<file path="config.mk">
export PLATFORM = sky130hd
export DESIGN_NAME = spike_rate_decoder_flat
export DESIGN_NICKNAME = d
export VERILOG_FILES = /design/src/rtl/spike_rate_decoder_if.sv /design/src/rtl/spike_rate_decoder.sv /design/src/flat_wrapper.sv
export SDC_FILE = /design/constraint.sdc
export NUM_CORES = 2
export LEC_CHECK = 0
export CELL_PAD_IN_SITES_DETAIL_PLACEMENT = 1
export CELL_PAD_IN_SITES_GLOBAL_PLACEMENT = 1
export CORE_MARGIN = 1.5
export CORE_UTILIZATION = 31
export DETAILED_ROUTE_END_ITERATION = 16
export GPL_ROUTABILITY_DRIVEN = 0
export PLACE_DENSITY_LB_ADDON = 0.1
export SLEW_MARGIN = 15
export SYNTH_ARGS = -nofsm -noshare
export SYNTH_HDL_FRONTEND = slang
export SYNTH_SLANG_ARGS = --single-unit
</file>
<file path="constraint.sdc">
create_clock -name clk -period 21.9 [get_ports clk]
set_clock_uncertainty 0.2 [all_clocks]
set_input_delay 5.475 -clock clk [delete_from_list [all_inputs] [get_ports clk]]
set_output_delay 5.475 -clock clk [all_outputs]
set_load 0.01 [all_outputs]
</file>
<file path="src/rtl/spike_rate_decoder_if.sv">
// spike_rate_decoder_if: word-addressed memory bus between a host and the spike rate decoder
interface spike_rate_decoder_if #(
   parameter int ADDR_WIDTH = 32,
   parameter int DATA_WIDTH = 32
);
   logic [ADDR_WIDTH-1:0] mem_addr;
   logic                  mem_wen;
   logic [DATA_WIDTH-1:0] mem_data_in;
   logic [DATA_WIDTH-1:0] mem_data_out;
   modport master (output mem_addr, mem_wen, mem_data_in, input mem_data_out);
   modport slave (input mem_addr, mem_wen, mem_data_in, output mem_data_out);
endinterface

</file>
<file path="src/rtl/spike_rate_decoder.sv">
// spike_rate_decoder: per-channel spike counting over a window, then a sequential scan for the most active channel
module spike_rate_decoder #(
   parameter int NUM_SPIKES  = 32,
   parameter int ADDR_WIDTH  = 32,
   parameter int DATA_WIDTH  = 32,
   parameter int COUNT_WIDTH = 16
) (
   input  logic                  clk,
   input  logic                  rst,
   spike_rate_decoder_if.slave   bus,
   input  logic [NUM_SPIKES-1:0] spikes_in,
   output logic                  busy,
   output logic                  done
);
   localparam int IW = NUM_SPIKES > 1 ? $clog2(NUM_SPIKES) : 1;
   typedef enum logic [1:0] {IDLE, COUNT, SCAN, DONE} state_t;
   state_t                 state_q, state_d;
   logic [15:0]            window_r, win_left;
   logic [COUNT_WIDTH-1:0] cnt [NUM_SPIKES];
   logic [COUNT_WIDTH-1:0] win_cnt;
   logic [IW-1:0]          win_idx, scan_idx;
   logic [ADDR_WIDTH-1:0]  cnt_off;
   logic [DATA_WIDTH-1:0]  rd_val;
   logic                   wr_ctrl, abort, start, last;
   // Control decode and next state; abort outranks start, start is only honoured when not busy
   always_comb begin
      wr_ctrl = bus.mem_wen && bus.mem_addr == '0;
      abort   = wr_ctrl && bus.mem_data_in[1];
      start   = wr_ctrl && bus.mem_data_in[0] && !bus.mem_data_in[1] && (state_q == IDLE || state_q == DONE);
      last    = scan_idx == IW'(NUM_SPIKES - 1);
      state_d = abort ? IDLE :
                start ? (window_r == '0 ? SCAN : COUNT) :
                (state_q == COUNT && win_left == 16'd1) ? SCAN :
                (state_q == SCAN && last) ? DONE : state_q;
   end
   // Read mux; counter window sits at 0x20 and is bounded by the channel count
   always_comb begin
      cnt_off = bus.mem_addr - ADDR_WIDTH'(32);
      rd_val  = bus.mem_addr == ADDR_WIDTH'(1) ? DATA_WIDTH'(window_r) :
                bus.mem_addr == ADDR_WIDTH'(2) ? DATA_WIDTH'({done, busy}) :
                bus.mem_addr == ADDR_WIDTH'(3) ? DATA_WIDTH'(win_idx) :
                bus.mem_addr == ADDR_WIDTH'(4) ? DATA_WIDTH'(win_cnt) :
                (bus.mem_addr >= ADDR_WIDTH'(32) && cnt_off < ADDR_WIDTH'(NUM_SPIKES)) ? DATA_WIDTH'(cnt[cnt_off[IW-1:0]]) : '0;
   end
   // State register with busy/done registered from the next state so they never overlap
   always_ff @(posedge clk or posedge rst) begin
      if (rst) begin
         state_q <= IDLE;
         busy    <= 1'b0;
         done    <= 1'b0;
      end else begin
         state_q <= state_d;
         busy    <= state_d == COUNT || state_d == SCAN;
         done    <= state_d == DONE;
      end
   end
   // Registered read data, one cycle after the address is sampled
   always_ff @(posedge clk or posedge rst) begin
      if (rst) bus.mem_data_out <= '0;
      else bus.mem_data_out <= rd_val;
   end
   // Window register, saturating counters and the winner scan
   always_ff @(posedge clk or posedge rst) begin
      if (rst) begin
         window_r <= 16'd256;
         win_left <= '0;
         scan_idx <= '0;
         win_idx  <= '0;
         win_cnt  <= '0;
         for (int i = 0; i < NUM_SPIKES; i++) cnt[i] <= '0;
      end else begin
         if (bus.mem_wen && bus.mem_addr == ADDR_WIDTH'(1)) window_r <= bus.mem_data_in[15:0];
         if (abort || start) begin
            win_left <= window_r;
            scan_idx <= '0;
            win_idx  <= '0;
            win_cnt  <= '0;
            for (int i = 0; i < NUM_SPIKES; i++) cnt[i] <= '0;
         end else if (state_q == COUNT) begin
            for (int i = 0; i < NUM_SPIKES; i++) cnt[i] <= (spikes_in[i] && cnt[i] != '1) ? cnt[i] + 1'b1 : cnt[i];
            win_left <= win_left - 1'b1;
         end else if (state_q == SCAN) begin
            if (scan_idx == '0 || cnt[scan_idx] > win_cnt) begin
               win_idx <= scan_idx;
               win_cnt <= cnt[scan_idx];
            end
            scan_idx <= scan_idx + 1'b1;
         end
      end
   end
endmodule
</file>
<file path="src/flat_wrapper.sv">
// flat-port wrapper written by rule: the top's interface ports become plain ports
module spike_rate_decoder_flat 
#(
   parameter int NUM_SPIKES  = 32,
   parameter int ADDR_WIDTH  = 32,
   parameter int DATA_WIDTH  = 32,
   parameter int COUNT_WIDTH = 16
)
  (clk, rst, spikes_in, busy, done, bus_mem_addr, bus_mem_wen, bus_mem_data_in, bus_mem_data_out);
  spike_rate_decoder_if #(.ADDR_WIDTH(ADDR_WIDTH), .DATA_WIDTH(DATA_WIDTH)) bus_i ();
  input  logic clk;
  input  logic rst;
  input  logic [NUM_SPIKES-1:0] spikes_in;
  output logic busy;
  output logic done;
  input wire logic [$bits(bus_i.mem_addr)-1:0] bus_mem_addr;
  input wire logic [$bits(bus_i.mem_wen)-1:0] bus_mem_wen;
  input wire logic [$bits(bus_i.mem_data_in)-1:0] bus_mem_data_in;
  output wire logic [$bits(bus_i.mem_data_out)-1:0] bus_mem_data_out;
  assign bus_i.mem_addr = bus_mem_addr;
  assign bus_i.mem_wen = bus_mem_wen;
  assign bus_i.mem_data_in = bus_mem_data_in;
  assign bus_mem_data_out = bus_i.mem_data_out;
  spike_rate_decoder #(.NUM_SPIKES(NUM_SPIKES), .ADDR_WIDTH(ADDR_WIDTH), .DATA_WIDTH(DATA_WIDTH), .COUNT_WIDTH(COUNT_WIDTH)) u_core (.clk(clk), .rst(rst), .bus(bus_i), .spikes_in(spikes_in), .busy(busy), .done(done));
endmodule
</file>
Yosys cells after proc, flatten, opt, wreduce, memory -nomap -nowiden
Index checks and enable logic that the tools add are counted.
{"block": "totals", "reg_bits": 606, "input_bits": 99, "out_inout_bits": 34, "elab_cells": 310}
{"block": "classes", "addsub": 35, "order_cmp": 5, "n_eq_ne": 45, "n_mux": 63, "bitwise_logic": 2, "reduce_logical": 119}
{"op": "512-bit 2-to-1 mux", "n": 2}
{"op": "16-bit 2-to-1 mux", "n": 43}
{"op": "16-bit by 1-bit adder with 16-bit output (second input constant)", "n": 32}
{"op": "16-bit inequality test (second input constant)", "n": 32}
{"op": "16-bit binary-select mux with 5-bit select", "n": 2}
{"op": "32-bit 2-to-1 mux", "n": 4}
{"op": "2-bit nonzero test", "n": 35}
{"op": "2-bit AND reduction", "n": 33}
{"op": "32-bit by 2-bit equality test with 1-bit output (second input constant)", "n": 2}
{"op": "1-bit logical AND", "n": 41}
{"op": "5-bit 2-to-1 mux", "n": 7}
{"op": "32-bit by 1-bit equality test with 1-bit output (second input constant)", "n": 1}
{"op": "32-bit by 3-bit equality test with 1-bit output (second input constant)", "n": 1}
{"op": "32-bit by 6-bit greater-or-equal comparator with 1-bit output (second input constant)", "n": 1}
{"op": "32-bit logical NOT", "n": 1}
{"op": "32-bit by 6-bit less-than comparator with 1-bit output (second input constant)", "n": 1}
{"op": "32-bit by 6-bit subtractor with 32-bit output (second input constant)", "n": 1}
{"op": "16-bit by 1-bit equality test with 1-bit output (second input constant)", "n": 1}
{"op": "16-bit > comparator", "n": 1}
{"op": "16-bit logical NOT", "n": 1}
{"op": "16-bit by 1-bit subtractor with 16-bit output (second input constant)", "n": 1}
{"op": "6-bit greater-or-equal comparator (second input constant)", "n": 2}
{"op": "5-bit inverter with 6-bit output", "n": 2}
{"op": "2-bit 2-to-1 mux", "n": 5}
{"op": "other kinds (10)", "n": 17}

Depth between registers and ports, before layout
{"block": "logic_depth", "depth_word": 10, "depth_mapped": 15, "ltp_nobuf": 10}

Least setup slack after synthesis
No wires, ideal clock.
{"block": "synth_timing", "path_kind": "input port to flip-flop", "from": "input bus_mem_addr[10]", "to": "register u_core.busy", "setup_ns": 0.126, "t_arrival_ns": 7.717, "required_ns": 21.574, "slack_ns": 13.857, "path_stages": 7, "n_path_buf": 0, "cell_sequence": "or4_4 -> nor4_4 -> nand4b_1 -> or3_1 -> or4_1 -> nand2_1 -> ha_1"}
{"block": "synth_via", "elab_chain_cells": 9, "word_cells_on_any_way": 11, "classes_between": "eq/ne: 2; mux: 2; reduce/logical: 7"}
{"item": "from (decl)", "line": "flat_wrapper.sv:16", "source": "input wire logic [$bits(bus_i.mem_addr)-1:0] bus_mem_addr;"}
{"item": "32-bit logical NOT (*)", "line": "spike_rate_decoder.sv:27", "source": "wr_ctrl = bus.mem_wen && bus.mem_addr == '0;"}
{"item": "1-bit logical AND (*)", "line": "spike_rate_decoder.sv:27"}
{"item": "1-bit logical AND (3 in series)", "line": "spike_rate_decoder.sv:29", "source": "start = wr_ctrl && bus.mem_data_in[0] && !bus.mem_data_in[1] && (state_q == IDLE || state_q == DONE);"}
{"item": "2-bit 2-to-1 mux", "line": "spike_rate_decoder.sv:32", "source": "start ? (window_r == '0 ? SCAN : COUNT) :"}
{"item": "2-bit 2-to-1 mux (*)", "line": "spike_rate_decoder.sv:31", "source": "state_d = abort ? IDLE :"}
{"item": "named net u_core.state_d[1]", "line": "spike_rate_decoder.sv:17", "source": "state_t state_q, state_d;"}
{"item": "2-bit by 1-bit equality test with 1-bit output / 2-bit equality test (equally long branches)", "line": "spike_rate_decoder.sv:53", "source": "busy <= state_d == COUNT || state_d == SCAN;"}
{"item": "1-bit logical OR (*)", "line": "spike_rate_decoder.sv:53"}
{"item": "to (signal assigned)", "line": "spike_rate_decoder.sv:49", "source": "busy <= 1'b0;"}
{"item": "to (signal assigned)", "line": "spike_rate_decoder.sv:53"}
{"item": "to (decl)", "line": "spike_rate_decoder.sv:12", "source": "output logic busy,"}
The timed path passes the listed nets; every way through them passes the cells marked *.
A chain may end at the register's enable or synchronous reset.

Worst setup path after layout
{"block": "layout_timing", "from": "input bus_mem_addr[4]", "to": "register u_core.cnt[402] (netlist name)"}
{"block": "layout_via", "elab_chain_cells": 8, "word_cells_on_any_way": 11, "classes_between": "mux: 1; reduce/logical: 10"}
{"item": "32-bit logical NOT (*)", "line": "spike_rate_decoder.sv:27"}
{"item": "1-bit logical AND (*)", "line": "spike_rate_decoder.sv:27"}
{"item": "1-bit logical AND (3 in series)", "line": "spike_rate_decoder.sv:29"}
{"item": "1-bit logical OR (*)", "line": "spike_rate_decoder.sv:73", "source": "if (abort || start) begin"}
{"item": "2-bit nonzero test (no line)"}
{"item": "2-bit AND reduction (no line)"}
{"item": "to (decl)", "line": "spike_rate_decoder.sv:19", "source": "logic [COUNT_WIDTH-1:0] cnt [NUM_SPIKES];"}
Every way passes the cells marked *; elsewhere a longest branch is shown, timed or not.

==> flow_metrics.py <==
metrics = {
    "worst_setup_path": {
        "crit_chain": "clkdlybuf4s50_1 > buf_4 > or2_2 > nor4b_1 > nand3_2 > nor3_2 > buf_4 > buf_12 > buf_4 > nor2_1",
        "critPathRequiredTime_ns": 22.22,
        "endpoint_kind": "flip-flop",
        "crit_path_top_delay_cell": "buf_4",
        "crit_top_cell": "buf_4",
        "cpPeakStageDelay_ns": 0.87,
        "cp_max_fo": 169,
        "critical_path_class": "input port to flip-flop",
        "critPathArrivalTime_ns": 10.46,
        "cp-start-kind": "input port",
    },
    "cts": {
        "cts.clk_slew.worst_paths_ns": 0.06,
        "cts_buffers": 80,
        "clk_latency_ns": 0.69,
        "cts_max_path_buffers": 3,
        "cts.sinks": 590,
        "cts_setup_buffers": 0,
        "cts_tree": "yes",
        "cts-root-buf": "clkbuf_16",
        "htreeDepth": 3,
        "hold_buffers": 0,
        "post_cts_resized": 0,
    },
    "timing": {
        "fin_crit_ns": 10.14,
        "maxSlewHeadroom_pct": 20.59,
        "max_freq_mhz": 98.64,
        "setup_violations": 0,
        "drv_slew": 0,
        "hold_violations": 0,
        "setup_tns_ns": 0,
        "worst_slew_pin_slew_ns": 1.186,
        "rsz0062_at_grt": "no",
        "layout_setup_ws_ns": 11.76,
        "fin_crit_sh_pct": 46.29,
    },
    "floorplan": {
        "row_count": 128,
        "die_y_um": 354.2,
        "dieWidth_um": 354.2,
        "dieArea_sq_um": 125500,
        "boundaryPins": 133,
        "start_util_pct": 31.34,
        "core_area_sq_um": 122000,
    },
    "logic_synthesis": {
        "postSynthCellCount": 3656,
        "synth-compound-area-share_pct": 4.715,
        "synth_xor_area_share_pct": 10.49,
        "synth_edf_count": 0,
        "yosys.area_share.adder_pct": 1.865,
        "muxShareOfSynthArea_pct": 20.90,
        "syn_avg_cell_area_sq_um": 10.46,
        "ys_types": 70,
        "ys_warn_count": 0,
        "syn_area_sq_um": 38240,
        "ys_seq_area_share_pct": 38.61,
        "async_flop_share_pct": 100.0,
        "yosys.area_share.simple_pct": 20.04,
        "synth_ff_type": "dfrtp_1",
        "ys_seq_elements": 590,
        "synth_top_family_by_area": "multiplexers",
    },
    "drt": {
        "num_vias": 30160,
        "antenna_left": 0,
        "routedWlPerCell_um": 27.28,
        "drt_wl_total_mm": 146.4,
        "drc": 0,
        "drtIter0Drc": 2199,
        "dr.pass1.iters": 5,
        "routed_via_density": 5.617,
    },
    "global_routing": {
        "grt_pass1_vias": 30730,
        "grtUsageTotal_pct": 23.53,
        "overflow": 0,
        "grt_max_degree": 170,
        "antenna_found_initial": 8,
        "grt_pass1_wl_mm": 219.0,
    },
    "hold_path": {
        "hold_path.class": "flip-flop to flip-flop",
    },
    "place": {
        "portBuffers": 100,
        "hpwl_mm": 107.4,
        "pre_cts_slack_ns": 11.04,
        "dp_cells": 5231,
    },
    "cells_and_area": {
        "area_growth_pct": 13.53,
        "fin_nets": 3844,
        "fin_cells": 5369,
        "drive_above_1_share_pct": 15.35,
        "register_area_sq_um": 14770,
        "multi_input_area_sq_um": 22320,
        "nFillCells": 13530,
    },
    "power": {
        "peakVddDrop_v": 0.00005094,
        "leakagePower_nw": 17.64,
        "p_total_mw": 2.636,
        "p_per_area_nw_per_um2": 60.72,
    },
    "outcome": {
        "status": "completed",
    },
    "job": {
        "max-cap-violations": 0,
    },
}
==> logic make-up after synthesis <==
family / count (synthesis)
multiplexers: 398
buffers and inverters: 299
AO/OA/AOI/OAI: 274
adder cells (fa/ha/maj): 57
flip-flops: 590
AND/OR/NAND/NOR: 1579
other: 1
XOR/XNOR: 458
==> state kept, by name, summed over array words and instances, names as in the netlist <==
| signal | cells |
|---|---|
| u_core.win_left | 16 |
| u_core.bus.mem_data_out | 16 |
| u_core.win_cnt | 16 |
| u_core.scan_idx | 5 |
| u_core.cnt | 512 |
| u_core.done | 1 |
| u_core.busy | 1 |
| u_core.state_q | 2 |
| u_core.window_r | 16 |
| u_core.win_idx | 5 |
==> path summary, 6_finish.rpt <==
| check | from | endpoint | slack, ns | cells past startpoint |
|---|---|---|---|---|
| max in group asynchronous | rst | u_core.cnt[437]$_DFFE_PP0P_ | 12.90 | 6 |
| hold / removal | u_core.window_r[8]$_DFFE_PP1P_ | u_core.win_left[8]$_DFFE_PP0P_ | 0.35 | 2 |
| setup reg to reg | u_core.scan_idx[1]$_DFFE_PP0P_ | u_core.win_cnt[6]$_DFFE_PP0P_ | 15.15 | 12 |
| min in group asynchronous | rst | u_core.cnt[124]$_DFFE_PP0P_ | 5.07 | 2 |
| setup / recovery | bus_mem_addr[4] | u_core.cnt[402]$_DFFE_PP0P_ | 11.76 | 10 |
| hold reg to reg | u_core.window_r[8]$_DFFE_PP1P_ | u_core.win_left[8]$_DFFE_PP0P_ | 0.35 | 2 |
==> cell type report <==
class                   instances  share of cell area (%)
multi-input cells            2782                   51.40
flip-flops and latches        590                   34.03
clock buffers                 118                   5.456
well taps                    1625                   4.683
repair buffers                155                   3.334
inverters                      79                  0.6917
clock inverters                16                  0.3833
diodes                          4                 0.02306
==> cells in the mapped netlist (19+ instances only) <==
cell type | count | area (sq um)
dfrtp_1 | 589 | 14740
nor2_1 | 588 | 2207
inv_1 | 78 | 292.8
buf_2 | 79 | 395.4
and4_1 | 30 | 262.8
a21oi_1 | 59 | 295.3
nand4_1 | 139 | 869.6
mux2i_1 | 47 | 470.5
nor4_1 | 59 | 369.1
and2_1 | 19 | 118.9
a211oi_1 | 50 | 375.4
xor2_1 | 214 | 1874
ha_1 | 57 | 713.2
nor3_1 | 141 | 705.7
or3_1 | 34 | 212.7
o21ai_0 | 60 | 300.3
buf_1 | 30 | 112.6
and3_1 | 51 | 319.1
nand3_1 | 174 | 870.8
nand2_1 | 239 | 897.1
mux2_2 | 34 | 382.9
xnor2_1 | 244 | 2137
clkbuf_1 | 94 | 352.8
mux4_2 | 317 | 7139
==> worst max-delay path: cells and delay by family <==
family / cells / cell delay [ns]
buffers and inverters: 5 / 2.98
and+or+nand+nor: 5 / 1.70
==> power breakdown <==
group	internal (mW)	leakage, nW	switching [mW]
Clock	0.777	1.26	0.530
Sequential	1.11	7.97	0.0422
Combinational	0.0767	8.41	0.0971
==> per-layer routing <==
layer / GRT usage, % / part of all wire (%)
met5: 0 / 0.026
met4: 6.453 / 2.9
met3: 3.337 / 4.2
met2: 37.44 / 46
met1: 33.41 / 46
==> placed cells by master, fill, tap and decap left out, types with 17 or more instances in the layout <==
cell type	n
nor2_1	587
dfrtp_1	587
mux4_2	317
xnor2_1	244
nand2_1	239
xor2_1	214
nand3_1	174
nor3_1	140
nand4_1	139
clkdlybuf4s50_1	96
clkbuf_16	83
inv_1	76
o21ai_0	60
a21oi_1	59
nor4_1	57
ha_1	56
buf_4	52
and3_1	51
a211oi_1	48
mux2i_1	47
or3_1	34
mux2_2	34
and4_1	30
and2_1	19
clkbuf_1	19
nor3b_1	18
nor2b_1	18
a22oi_1	17
==> through the flow <==
step | cell area (sq um) | hold WS (ns) | utilization, %
2_1_floorplan | 38300 | 0.2823 | -
3_3_place_gp | 40860 | 0.3380 | 33.49
3_5_place_dp | 40860 | 0.3489 | 33.49
4_1_cts | 43400 | 0.3526 | 35.56
5_1_grt | 43400 | 0.3843 | 35.57
6_report | 43410 | 0.3480 | 35.57
Note: power is estimated with default switching activity, not from simulation.
